**src/rtl/fetch_pkg.sv**
```systemverilog
// Shared fetch types and constants: state encoding, word geometry, big-endian byte-lane placement.
// No logic and no latency of its own.
// Backpressure: not applicable.
package fetch_pkg;

   localparam int          BYTES_PER_INSTR  = 4;
   localparam int          BYTE_W           = 8;
   localparam logic [31:0] RESET_PC_DEFAULT = 32'h0000_0000;

   typedef enum logic {FETCH, HOLD} fetch_state_t;

   // MSB of the lane for byte k of a word: the lowest address lands in the top byte.
   function automatic logic [4:0] lane_msb(input logic [1:0] k);
      return 5'((BYTES_PER_INSTR - int'(k)) * BYTE_W - 1);
   endfunction

endpackage

```
**src/rtl/fetch_word_fifo.sv**
```systemverilog
// Two-entry word+pc queue between the byte assembler and decode; present only with ROM_FETCH_PREFETCH_EN.
// Latency: a pushed entry is visible at the head the next cycle.
// Backpressure: caller holds push off when full unless also popping; flush empties both entries.
`ifdef ROM_FETCH_PREFETCH_EN
module fetch_word_fifo #(
   parameter int W = 64
)(
   input  logic         clk,
   input  logic         rst_n,
   input  logic         flush,
   input  logic         push,
   input  logic [W-1:0] push_dat,
   input  logic         pop,
   output logic [W-1:0] pop_dat,
   output logic [1:0]   count
);
   logic [W-1:0] mem_q [2];
   logic         wr_q, rd_q;
   logic [1:0]   cnt_q;

   assign pop_dat = mem_q[rd_q];
   assign count   = cnt_q;

   always_ff @(posedge clk or negedge rst_n) begin
      if (!rst_n) begin
         mem_q[0] <= '0;
         mem_q[1] <= '0;
         wr_q     <= 1'b0;
         rd_q     <= 1'b0;
         cnt_q    <= 2'd0;
      end else if (flush) begin
         wr_q  <= 1'b0;
         rd_q  <= 1'b0;
         cnt_q <= 2'd0;
      end else begin
         if (push) begin
            mem_q[wr_q] <= push_dat;
            wr_q        <= ~wr_q;
         end
         if (pop)
            rd_q <= ~rd_q;
         case ({push, pop})
            2'b10:   cnt_q <= cnt_q + 2'd1;
            2'b01:   cnt_q <= cnt_q - 2'd1;
            default: ;
         endcase
      end
   end
endmodule
`endif

```
**src/rtl/rom_fetch_unit.sv**
```systemverilog
// Fetch stage: walks the byte-wide ROM and assembles big-endian 32-bit words; ROM_FETCH_PREFETCH_EN adds a 2-word queue.
// Latency: 5 cycles from first byte address to instr_valid; without the queue one word per handshake+5 cycles.
// Backpressure: instr_ready low holds the word (or fills the queue) and stops address issue; redirect overrides all.
module rom_fetch_unit
   import fetch_pkg::*;
#(
   parameter int                    ADDR_WIDTH  = 32,
   parameter int                    BUS_WIDTH   = 8,
   parameter int                    INSTR_WIDTH = 32,
   parameter logic [ADDR_WIDTH-1:0] RESET_PC    = ADDR_WIDTH'(RESET_PC_DEFAULT)
)(
   input  logic                   clk,
   input  logic                   rst_n,
   output logic [ADDR_WIDTH-1:0]  rom_addr,
   input  logic [BUS_WIDTH-1:0]   rom_data,
   input  logic                   redirect_valid,
   input  logic [ADDR_WIDTH-1:0]  redirect_pc,
   output logic                   instr_valid,
   input  logic                   instr_ready,
   output logic [INSTR_WIDTH-1:0] instr_data,
   output logic [ADDR_WIDTH-1:0]  instr_pc,
   output logic                   align_err
);
   localparam logic [ADDR_WIDTH-1:0] ADDR_ONE  = ADDR_WIDTH'(1);
   localparam logic [ADDR_WIDTH-1:0] WORD_STEP = ADDR_WIDTH'(BYTES_PER_INSTR);

   fetch_state_t           state_q, state_d;
   logic [ADDR_WIDTH-1:0]  rom_addr_q, word_pc_q, redir_base;
   logic [2:0]             iss_cnt_q, iss_cnt_d;
   logic [1:0]             cap_cnt_q;
   logic                   tag_q, align_err_q;
   logic                   issue_en, cap_last, handshake, word_adv;
   logic [INSTR_WIDTH-1:0] asm_q, asm_d;

   assign redir_base = {redirect_pc[ADDR_WIDTH-1:2], 2'b00};
   assign cap_last   = tag_q && (cap_cnt_q == 2'd3);
   assign handshake  = instr_valid && instr_ready;
   assign rom_addr   = rom_addr_q;
   assign align_err  = align_err_q;

`ifdef ROM_FETCH_PREFETCH_EN
   logic [1:0]                        fifo_cnt;
   logic [2:0]                        occ;
   logic                              pend, credit_ok;
   logic [INSTR_WIDTH+ADDR_WIDTH-1:0] head_dat;

   // A word still being assembled owns a queue slot, so starting a new word never overflows.
   assign pend      = tag_q || (cap_cnt_q != 2'd0);
   assign occ       = {1'b0, fifo_cnt} + {2'b00, pend} - {2'b00, handshake};
   assign credit_ok = occ < 3'd2;
   assign word_adv  = cap_last;

   fetch_word_fifo #(.W(INSTR_WIDTH + ADDR_WIDTH)) u_fifo (
      .clk      (clk),
      .rst_n    (rst_n),
      .flush    (redirect_valid),
      .push     (cap_last && !redirect_valid),
      .push_dat ({asm_d, word_pc_q}),
      .pop      (handshake),
      .pop_dat  (head_dat),
      .count    (fifo_cnt)
   );

   assign instr_valid = (fifo_cnt != 2'd0);
   assign instr_data  = head_dat[INSTR_WIDTH+ADDR_WIDTH-1:ADDR_WIDTH];
   assign instr_pc    = head_dat[ADDR_WIDTH-1:0];
`else
   logic                   valid_q;
   logic [INSTR_WIDTH-1:0] data_q;
   logic [ADDR_WIDTH-1:0]  pc_q;

   assign word_adv    = (state_q == HOLD) && instr_ready;
   assign instr_valid = valid_q;
   assign instr_data  = data_q;
   assign instr_pc    = pc_q;

   always_ff @(posedge clk or negedge rst_n) begin
      if (!rst_n) begin
         valid_q <= 1'b0;
         data_q  <= '0;
         pc_q    <= '0;
      end else if (redirect_valid) begin
         valid_q <= 1'b0;
      end else if (cap_last) begin
         valid_q <= 1'b1;
         data_q  <= asm_d;
         pc_q    <= word_pc_q;
      end else if (handshake) begin
         valid_q <= 1'b0;
      end
   end
`endif

   always_ff @(posedge clk or negedge rst_n) begin
      if (!rst_n) state_q <= FETCH;
      else        state_q <= state_d;
   end

   always_comb begin
      state_d = state_q;
      if (redirect_valid)
         state_d = FETCH;
      else
         case (state_q)
`ifdef ROM_FETCH_PREFETCH_EN
            FETCH: if (iss_cnt_q == 3'd3) state_d = HOLD;
            HOLD:  if (credit_ok)         state_d = FETCH;
`else
            FETCH: if (cap_last)    state_d = HOLD;
            HOLD:  if (instr_ready) state_d = FETCH;
`endif
         endcase
   end

   always_comb begin
      issue_en  = 1'b0;
      iss_cnt_d = iss_cnt_q;
      case (state_q)
`ifdef ROM_FETCH_PREFETCH_EN
         FETCH: begin
            issue_en  = 1'b1;
            iss_cnt_d = (iss_cnt_q == 3'd3) ? 3'd0 : iss_cnt_q + 3'd1;
         end
         HOLD: if (credit_ok) begin
            issue_en  = 1'b1;
            iss_cnt_d = 3'd1;
         end
`else
         // After four issues rom_addr parks on base+4 until decode takes the word.
         FETCH: if (!iss_cnt_q[2]) begin
            issue_en  = 1'b1;
            iss_cnt_d = iss_cnt_q + 3'd1;
         end
         HOLD: if (instr_ready) iss_cnt_d = 3'd0;
`endif
      endcase
   end

   always_comb begin
      asm_d = asm_q;
      asm_d[lane_msb(cap_cnt_q) -: BUS_WIDTH] = rom_data;
   end

   always_ff @(posedge clk or negedge rst_n) begin
      if (!rst_n) begin
         rom_addr_q  <= RESET_PC;
         word_pc_q   <= RESET_PC;
         iss_cnt_q   <= 3'd0;
         cap_cnt_q   <= 2'd0;
         tag_q       <= 1'b0;
         asm_q       <= '0;
         align_err_q <= 1'b0;
      end else begin
         align_err_q <= redirect_valid && (redirect_pc[1:0] != 2'b00);
         if (redirect_valid) begin
            // Clearing the tag drops whichever ROM byte arrives next.
            rom_addr_q <= redir_base;
            word_pc_q  <= redir_base;
            iss_cnt_q  <= 3'd0;
            cap_cnt_q  <= 2'd0;
            tag_q      <= 1'b0;
         end else begin
            tag_q     <= issue_en;
            iss_cnt_q <= iss_cnt_d;
            if (issue_en)
               rom_addr_q <= rom_addr_q + ADDR_ONE;
            if (tag_q) begin
               asm_q     <= asm_d;
               cap_cnt_q <= cap_cnt_q + 2'd1;
            end
            if (word_adv)
               word_pc_q <= word_pc_q + WORD_STEP;
         end
      end
   end

endmodule

```
**config.mk**
```make
export PLATFORM = sky130hd
export DESIGN_NAME = rom_fetch_unit
export DESIGN_NICKNAME = d
export VERILOG_FILES = /design/src/rtl/fetch_pkg.sv /design/src/rtl/fetch_word_fifo.sv /design/src/rtl/rom_fetch_unit.sv
export SDC_FILE = /design/constraint.sdc
export NUM_CORES = 1
export LEC_CHECK = 0
export BUFFER_PORTS_ARGS = -buffer_cell sky130_fd_sc_hd__buf_2
export CORE_ASPECT_RATIO = 1.2
export CORE_UTILIZATION = 63
export CTS_BUF_LIST = sky130_fd_sc_hd__clkbuf_4
export DETAILED_ROUTE_END_ITERATION = 8
export PLACE_DENSITY_LB_ADDON = 0.05
export SLEW_MARGIN = 20
export SYNTH_ARGS = -nofsm -noshare
export SYNTH_HDL_FRONTEND = slang
export SYNTH_HIERARCHICAL = 1
export SYNTH_SLANG_ARGS = --single-unit
```
**constraint.sdc**
```tcl
create_clock -name clk -period 4.81 [get_ports clk]
set_input_delay 0.2405 -clock clk [delete_from_list [all_inputs] [get_ports clk]]
set_output_delay 0.2405 -clock clk [all_outputs]
set_load 0.02 [all_outputs]
```
==> results of run 1 <==
[area by class of cell]
cell class | instances | area (um^2)
sequential | 165 | 4130
clock buffer | 20 | 150
clock inverter | 12 | 175
inverter | 10 | 37.5
multi-input combinational | 566 | 3680
timing repair buffer | 174 | 1030
tap | 161 | 201
fill | 863 | 2870
[worst reg2reg max path: cells and delay by family (launching register included)]
kind | cells | cell delay (ns)
flip-flops | 1 | 0.53
buffers and inverters | 1 | 0.51
AO/OA/AOI/OAI | 1 | 0.09
AND/OR/NAND/NOR | 3 | 1.40
[synth_stat cells (5+ instances only)]
library cell | number | area, um^2
and3_1 | 8 | 50.1
nor3b_1 | 5 | 37.5
a31oi_1 | 14 | 87.6
a211o_1 | 5 | 43.8
inv_1 | 9 | 33.8
nand2_1 | 69 | 259
a21oi_1 | 39 | 195
o21ai_0 | 42 | 210
o31a_1 | 5 | 43.8
nor2b_1 | 38 | 238
ha_1 | 8 | 100
or3_1 | 7 | 43.8
nor3_1 | 30 | 150
nor2_1 | 46 | 173
a22o_1 | 32 | 280
a211oi_1 | 19 | 143
a311oi_1 | 7 | 61.3
o31ai_1 | 10 | 75.1
xor2_1 | 6 | 52.6
and2_1 | 7 | 43.8
nand2b_1 | 6 | 37.5
dfrtp_1 | 165 | 4130
buf_2 | 5 | 25.0
mux2_2 | 39 | 439
xnor2_1 | 15 | 131
or4_1 | 11 | 82.6
nand3_1 | 15 | 75.1
clkbuf_1 | 31 | 116
and4_1 | 14 | 123
buf_1 | 13 | 48.8
nor4_1 | 16 | 100
nand4_1 | 22 | 138
[power by group]
part	switching (mW)	internal, mW	leakage, nW
Sequential	0.185	1.59	2.12
Clock	0.491	0.431	0.173
Combinational	0.476	0.343	2.05
Total	1.15	2.37	4.35
[path summary, 6_finish.rpt]
kind / from / endpoint / slack [ns] / cells after the start
worst min register to register: instr_data[29] / instr_data[29] / 0.49 / 2
min in group asynchronous: rst_n / instr_pc[2] / 0.28 / 2
worst max register to register: tag_q / instr_data[0] / 2.15 / 5
worst min-delay path: redirect_pc[24] / rom_addr[24] / 0.04 / 3
max in group asynchronous: rst_n / word_pc_q[25] / 3.41 / 3
worst max-delay path: tag_q / instr_data[0] / 2.15 / 5
[sequential cells by signal, summed over array words and instances, names as in the netlist]
name,count
instr_valid,1
asm_q,32
align_err,1
rom_addr,32
cap_cnt_q,2
state_q,1
instr_pc,30
instr_data,32
iss_cnt_q,3
tag_q,1
word_pc_q,30
[stage by stage]
stage / utilization / area [um^2] / power (mW) / cells
final: 0.766 / 9410 / 3.52 / 1108
after CTS: 0.766 / 9410 / 3.53 / 1108
after detailed placement: 0.717 / 8800 / 2.60 / 1048
after floorplan: - / 8080 / 2.29 / 795
after global placement: 0.717 / 8800 / 2.56 / 1048
after global routing: 0.766 / 9410 / 3.69 / 1108
[per-layer routing]
layer | routed length (um) | part of all wire
met5 | 0 | 0
met4 | 579 | 0.028
met3 | 1260 | 0.061
met2 | 10400 | 0.50
met1 | 8400 | 0.41
[repair_timing]
| action | 4_1_cts | 5_1_grt |
|---|---|---|
| endpoints found under the hold margin | 130 | 0 |
| hold buffers | 28 | 0 |
| buffers inserted | 0 | 0 |
| endpoints found under the setup margin | 0 | 0 |
[cells by family after synthesis]
group	after synthesis	share of synthesized area
buf+inv	64	0.0342
mux	42	0.0581
flops	165	0.511
simple gates	309	0.208
compound gates	184	0.153
xor+xnor	21	0.0228
fa+ha+maj	8	0.0124
other cells	1	0.000464
==> out/qor.csv, run 1 <==
metric;value;unit
status;complete, no violations;
relSlewSlack;0.358;
ir_worst_vdd;0.197;mV
start_util;0.658;
hold_ws;0.0362;ns
port_buffers;139;
grt_pass1_vias;6758;
netlist_area;8080;um^2
tritoncts;yes;
postRouteAntennaNets;0;
clock_sinks;165;
dieHeight;126;um
slew_violations;0;
num_io_pins;142;
ys_async_sr_fraction;1.00;
skew;0.0246;ns
hp-class;in2reg;
gr-total-overflow;0;
setup_viol;0;
clockBufferDepth;2;
grt-busiest-layer;met2;
syn_avg_cell_area;10.2;um^2
grt_max_degree;90;
grtUsageTotal;0.331;
clkTransAtPathRegs;0.15;ns
n_antenna_cell;0;
worst_ep_arrival_time;3.11;ns
timing.fmax;375;MHz
grt_use_met2;0.552;
dp_slack;2.16;ns
grt_pass1_wl;34200;um
synth.distinct_cells;56;
wl_per_cell;18.6;um
gp_congestion;0.973;
use_met1;0.427;
htreeDepth;4;
firstDrtPassIters;5;
startpoint_type;flop;
syn2layout_area_growth;16.5;%
grt.met3_usage;0.0590;
synth_enable_flop_cells;0;
cp_slowest_cell;nand2_2;
ys_warn_count;6;
leakagePower;4.35;nW
ys.flop_type;dfrtp_1;
wl;20600;um
drt_iter0_drc;613;
final_cell_mix;165 x dfrtp_1, 138 x buf_2, 68 x nand2_1;
cpLargestDelayFamily;simple AND/OR/NAND/NOR gates;
core-area;12300;um^2
fin_tns_setup;0;ns
cts-root-buf;clkbuf_4;
viasPerCell;6.29;
min_period;2.66;ns
drive_gt1_frac;0.241;
cp_num_buf_inv;1;
die_w;105;um
dpl.hpwl;14300;um
num_rows;44;
worst_pin_slew;0.955;ns
clock_latency;0.58;ns
drc;0;
cts_buffers;17;
yosys_register_bits;165;
critPathRequiredTime;5.25;ns
crit_path_end_kind;flop;
path_class;reg2reg;
yosysSeqAreaShare;0.511;
dieArea;13300;um^2
post_cts_resized;0;
maxCapViolCount;0;
layout_commonest_cell;dfrtp_1;
num-nets-final;986;
num_vias;6973;
path_cells;nor2b_1 -> nand2_2 -> buf_4 -> nand2_1 -> o21ai_0;
antenna_found_initial;0;
cpPeakStageDelay;0.65;ns
hold_viol;0;
fin_ws;2.15;ns
cp_max_fo;56;
power_density;374;nW/um^2
fin_crit_sh;0.554;
rsz0062_at_grt;false;
synthCells;794;
Note: power is estimated with default switching activity, not from simulation.
==> run 2, diff against run 1 <==
- CORE_UTILIZATION: 63 -> 53
- clock period: 4.81 -> 2.2 ns (I/O delays scaled with it)
==> run 2 against run 1 <==
  * Non-clock buffer count up 37
  * First-iteration DRC count down 33%
  * Sequential share of layout area down 1.7 points
  * Die area up 19%
  * Cell count up 7.3%
  * Critical path type unchanged
==> out/qor.csv, run 2 (synthesis results as in run 1) <==
metric;value;unit;change
num_io_pins;142;;unchanged
start_util;0.540;;was 0.658
clockBufferDepth;2;;unchanged
cp_max_fo;9;;was 56
crit-reg2reg-launch;rom_addr[10];;was tag_q
clock_latency;0.55;ns;was 0.58 ns
cp_slowest_cell;or4_1;;was nand2_2
seqPwrFrac;0.511;;was 0.505
slew_violations;0;;unchanged
critPathMostFrequentCell;or4_1;;
min_to;rom_addr[31];;was rom_addr[24]
clkTransAtPathRegs;0.14;ns;was 0.15 ns
final_cell_mix;165 x dfrtp_1, 138 x buf_2, 68 x nand2_1;;unchanged
fin_crit_sh;0.936;;was 0.554
timing.fmax;485;MHz;was 375 MHz
antenna_found_initial;1;;was 0
gp_congestion;0.908;;was 0.973
die_w;115;um;was 105 um
fin_tns_setup;0;ns;unchanged
power;7.52;mW;was 3.52 mW
rsz0062_at_grt;false;;unchanged
dpl.hpwl;15000;um;was 14300 um
power_density;770;nW/um^2;was 374 nW/um^2
grt_pass1_vias;6756;;was 6758
num_rows;49;;was 44
grt_pass1_wl;34000;um;was 34200 um
fillers;1309;;was 863
skew;0.0192;ns;was 0.0246 ns
path_cells;nand3_2 -> or4_1 -> or4_1 -> a31oi_1;;was nor2b_1 -> nand2_2 -> buf_4 -> nand2_1 -> o21ai_0
dieArea;15700;um^2;was 13300 um^2
status;complete, no violations;;unchanged
p_clk_frac;0.237;;was 0.262
worst_ep_arrival_time;2.55;ns;was 3.11 ns
postRouteAntennaNets;0;;unchanged
num_vias;6884;;was 6973
min_from;redirect_pc[31];;was redirect_pc[24]
r2r_end;rom_addr[25];;was instr_data[0]
fin_ws;0.140;ns;was 2.15 ns
power.internal;4.96;mW;was 2.37 mW
stdcell_area;9780;um^2;was 9410 um^2
relSlewSlack;0.652;;was 0.358
drt_iter0_drc;413;;was 613
grtUsageTotal;0.282;;was 0.331
min_period;2.06;ns;was 2.66 ns
dp_slack;0.157;ns;was 2.16 ns
postPlaceCellArea;9060;um^2;was 8800 um^2
viasPerCell;5.79;;was 6.29
hp-class;in2reg;;unchanged
core-area;15000;um^2;was 12300 um^2
htreeDepth;4;;unchanged
cts_hold_buf;42;;was 28
gr-total-overflow;0;;unchanged
port_buffers;139;;unchanged
startpoint_type;flop;;unchanged
regArea;4130;um^2;unchanged
firstDrtPassIters;5;;unchanged
leakagePower;4.51;nW;was 4.35 nW
dieHeight;137;um;was 126 um
wl;21100;um;was 20600 um
cts_setup_buffers;0;;unchanged
cpPeakStageDelay;0.64;ns;was 0.65 ns
setup_viol;0;;unchanged
swShare;0.340;;was 0.328
cts_buffers;17;;unchanged
path_class;reg2reg;;unchanged
reg2reg_slack;0.14;ns;was 2.15 ns
num-nets-final;1023;;was 986
crit_path_end_kind;flop;;unchanged
critPathRequiredTime;2.69;ns;was 5.25 ns
layout_commonest_cell;dfrtp_1;;unchanged
wl_per_cell;17.7;um;was 18.6 um
syn2layout_area_growth;21.1;%;was 16.5%
worstRegToRegCells;4;;was 5
cts-root-buf;clkbuf_4;;unchanged
hold-path-cell-count;4;;was 3
grt_max_degree;90;;unchanged
drive_gt1_frac;0.255;;was 0.241
maxCapViolCount;0;;unchanged
worst_pin_slew;0.521;ns;was 0.955 ns
p_sw;2.56;mW;was 1.15 mW
post_cts_resized;0;;unchanged
tritoncts;yes;;unchanged
p_comb_frac;0.252;;was 0.233
hold_viol;0;;unchanged
ir_worst_vdd;0.356;mV;was 0.197 mV
multi_input_area;3680;um^2;unchanged
drc;0;;unchanged
clock_sinks;165;;unchanged
-- run 2: cell count changes in the layout (fill, tap and decap cells not counted), moves of 2 or more --
| cell | previous run | this run |
|---|---|---|
| buf_4 | 7 | 27 |
| dlygate4sd3_1 | 28 | 41 |
| clkbuf_4 | 20 | 17 |
| clkinv_4 | 1 | 3 |
| buf_12 | 0 | 4 |
| bufinv_16 | 4 | 2 |
-- run 2: metal layers --
layer	routed length, um	up-vias	track usage
li1	-	3283	-
met1	8890	3333	0.354
met2	10700	232	0.489
met3	970	36	0.0480
met4	541	0	0.110
met5	0	-	0
-- run 2: how the worst max path moves through the flow --
stage / startpoint / end / slack (ns) / cells after the start
after floorplan: cap_cnt_q[0] / asm_q[24] / 0.11 / 6
after global placement: rom_addr[10] / rom_addr[23] / 0.21 / 4
final: rom_addr[10] / rom_addr[25] / 0.14 / 4
after CTS: rom_addr[10] / rom_addr[23] / 0.16 / 4
after global routing: rom_addr[0] / rom_addr[26] / 0.02 / 5
after detailed placement: rom_addr[10] / rom_addr[23] / 0.16 / 4
-- run 2: per-stage QoR --
step / hold WS (ns) / instances / util
final: 0.0429 / 1189 / 0.654
after floorplan: -0.186 / 795 / -
after detailed placement: 0.0264 / 1114 / 0.606
after global placement: 0.0216 / 1114 / 0.606
after CTS: 0.00802 / 1188 / 0.653
after global routing: 0.0287 / 1189 / 0.654
-- run 2: power groups by stage --
stage | logic [mW] | clock network (mW) | registers [mW]
after floorplan | 0.849 | 0 | 4.16
after global placement | 1.81 | 0 | 3.87
after detailed placement | 1.84 | 0 | 3.90
after CTS | 1.91 | 1.83 | 3.84
after global routing | 2.08 | 1.95 | 3.91
final | 1.90 | 1.78 | 3.84
-- run 2: critical path, delay by kind of cell, from the launching register on --
family          cells  cell delay, ns
simple gates        3            1.33
compound gates      1            0.17
flops               1            0.50
-- run 2: final cells by class --
class / count / share of cell area
clock buffer: 17 / 0.0131
clock inverter: 15 / 0.0156
timing repair buffer: 211 / 0.143
multi-input combinational: 566 / 0.376
antenna: 1 / 0.000256
sequential: 165 / 0.422
inverter: 10 / 0.00384
tap: 204 / 0.0261
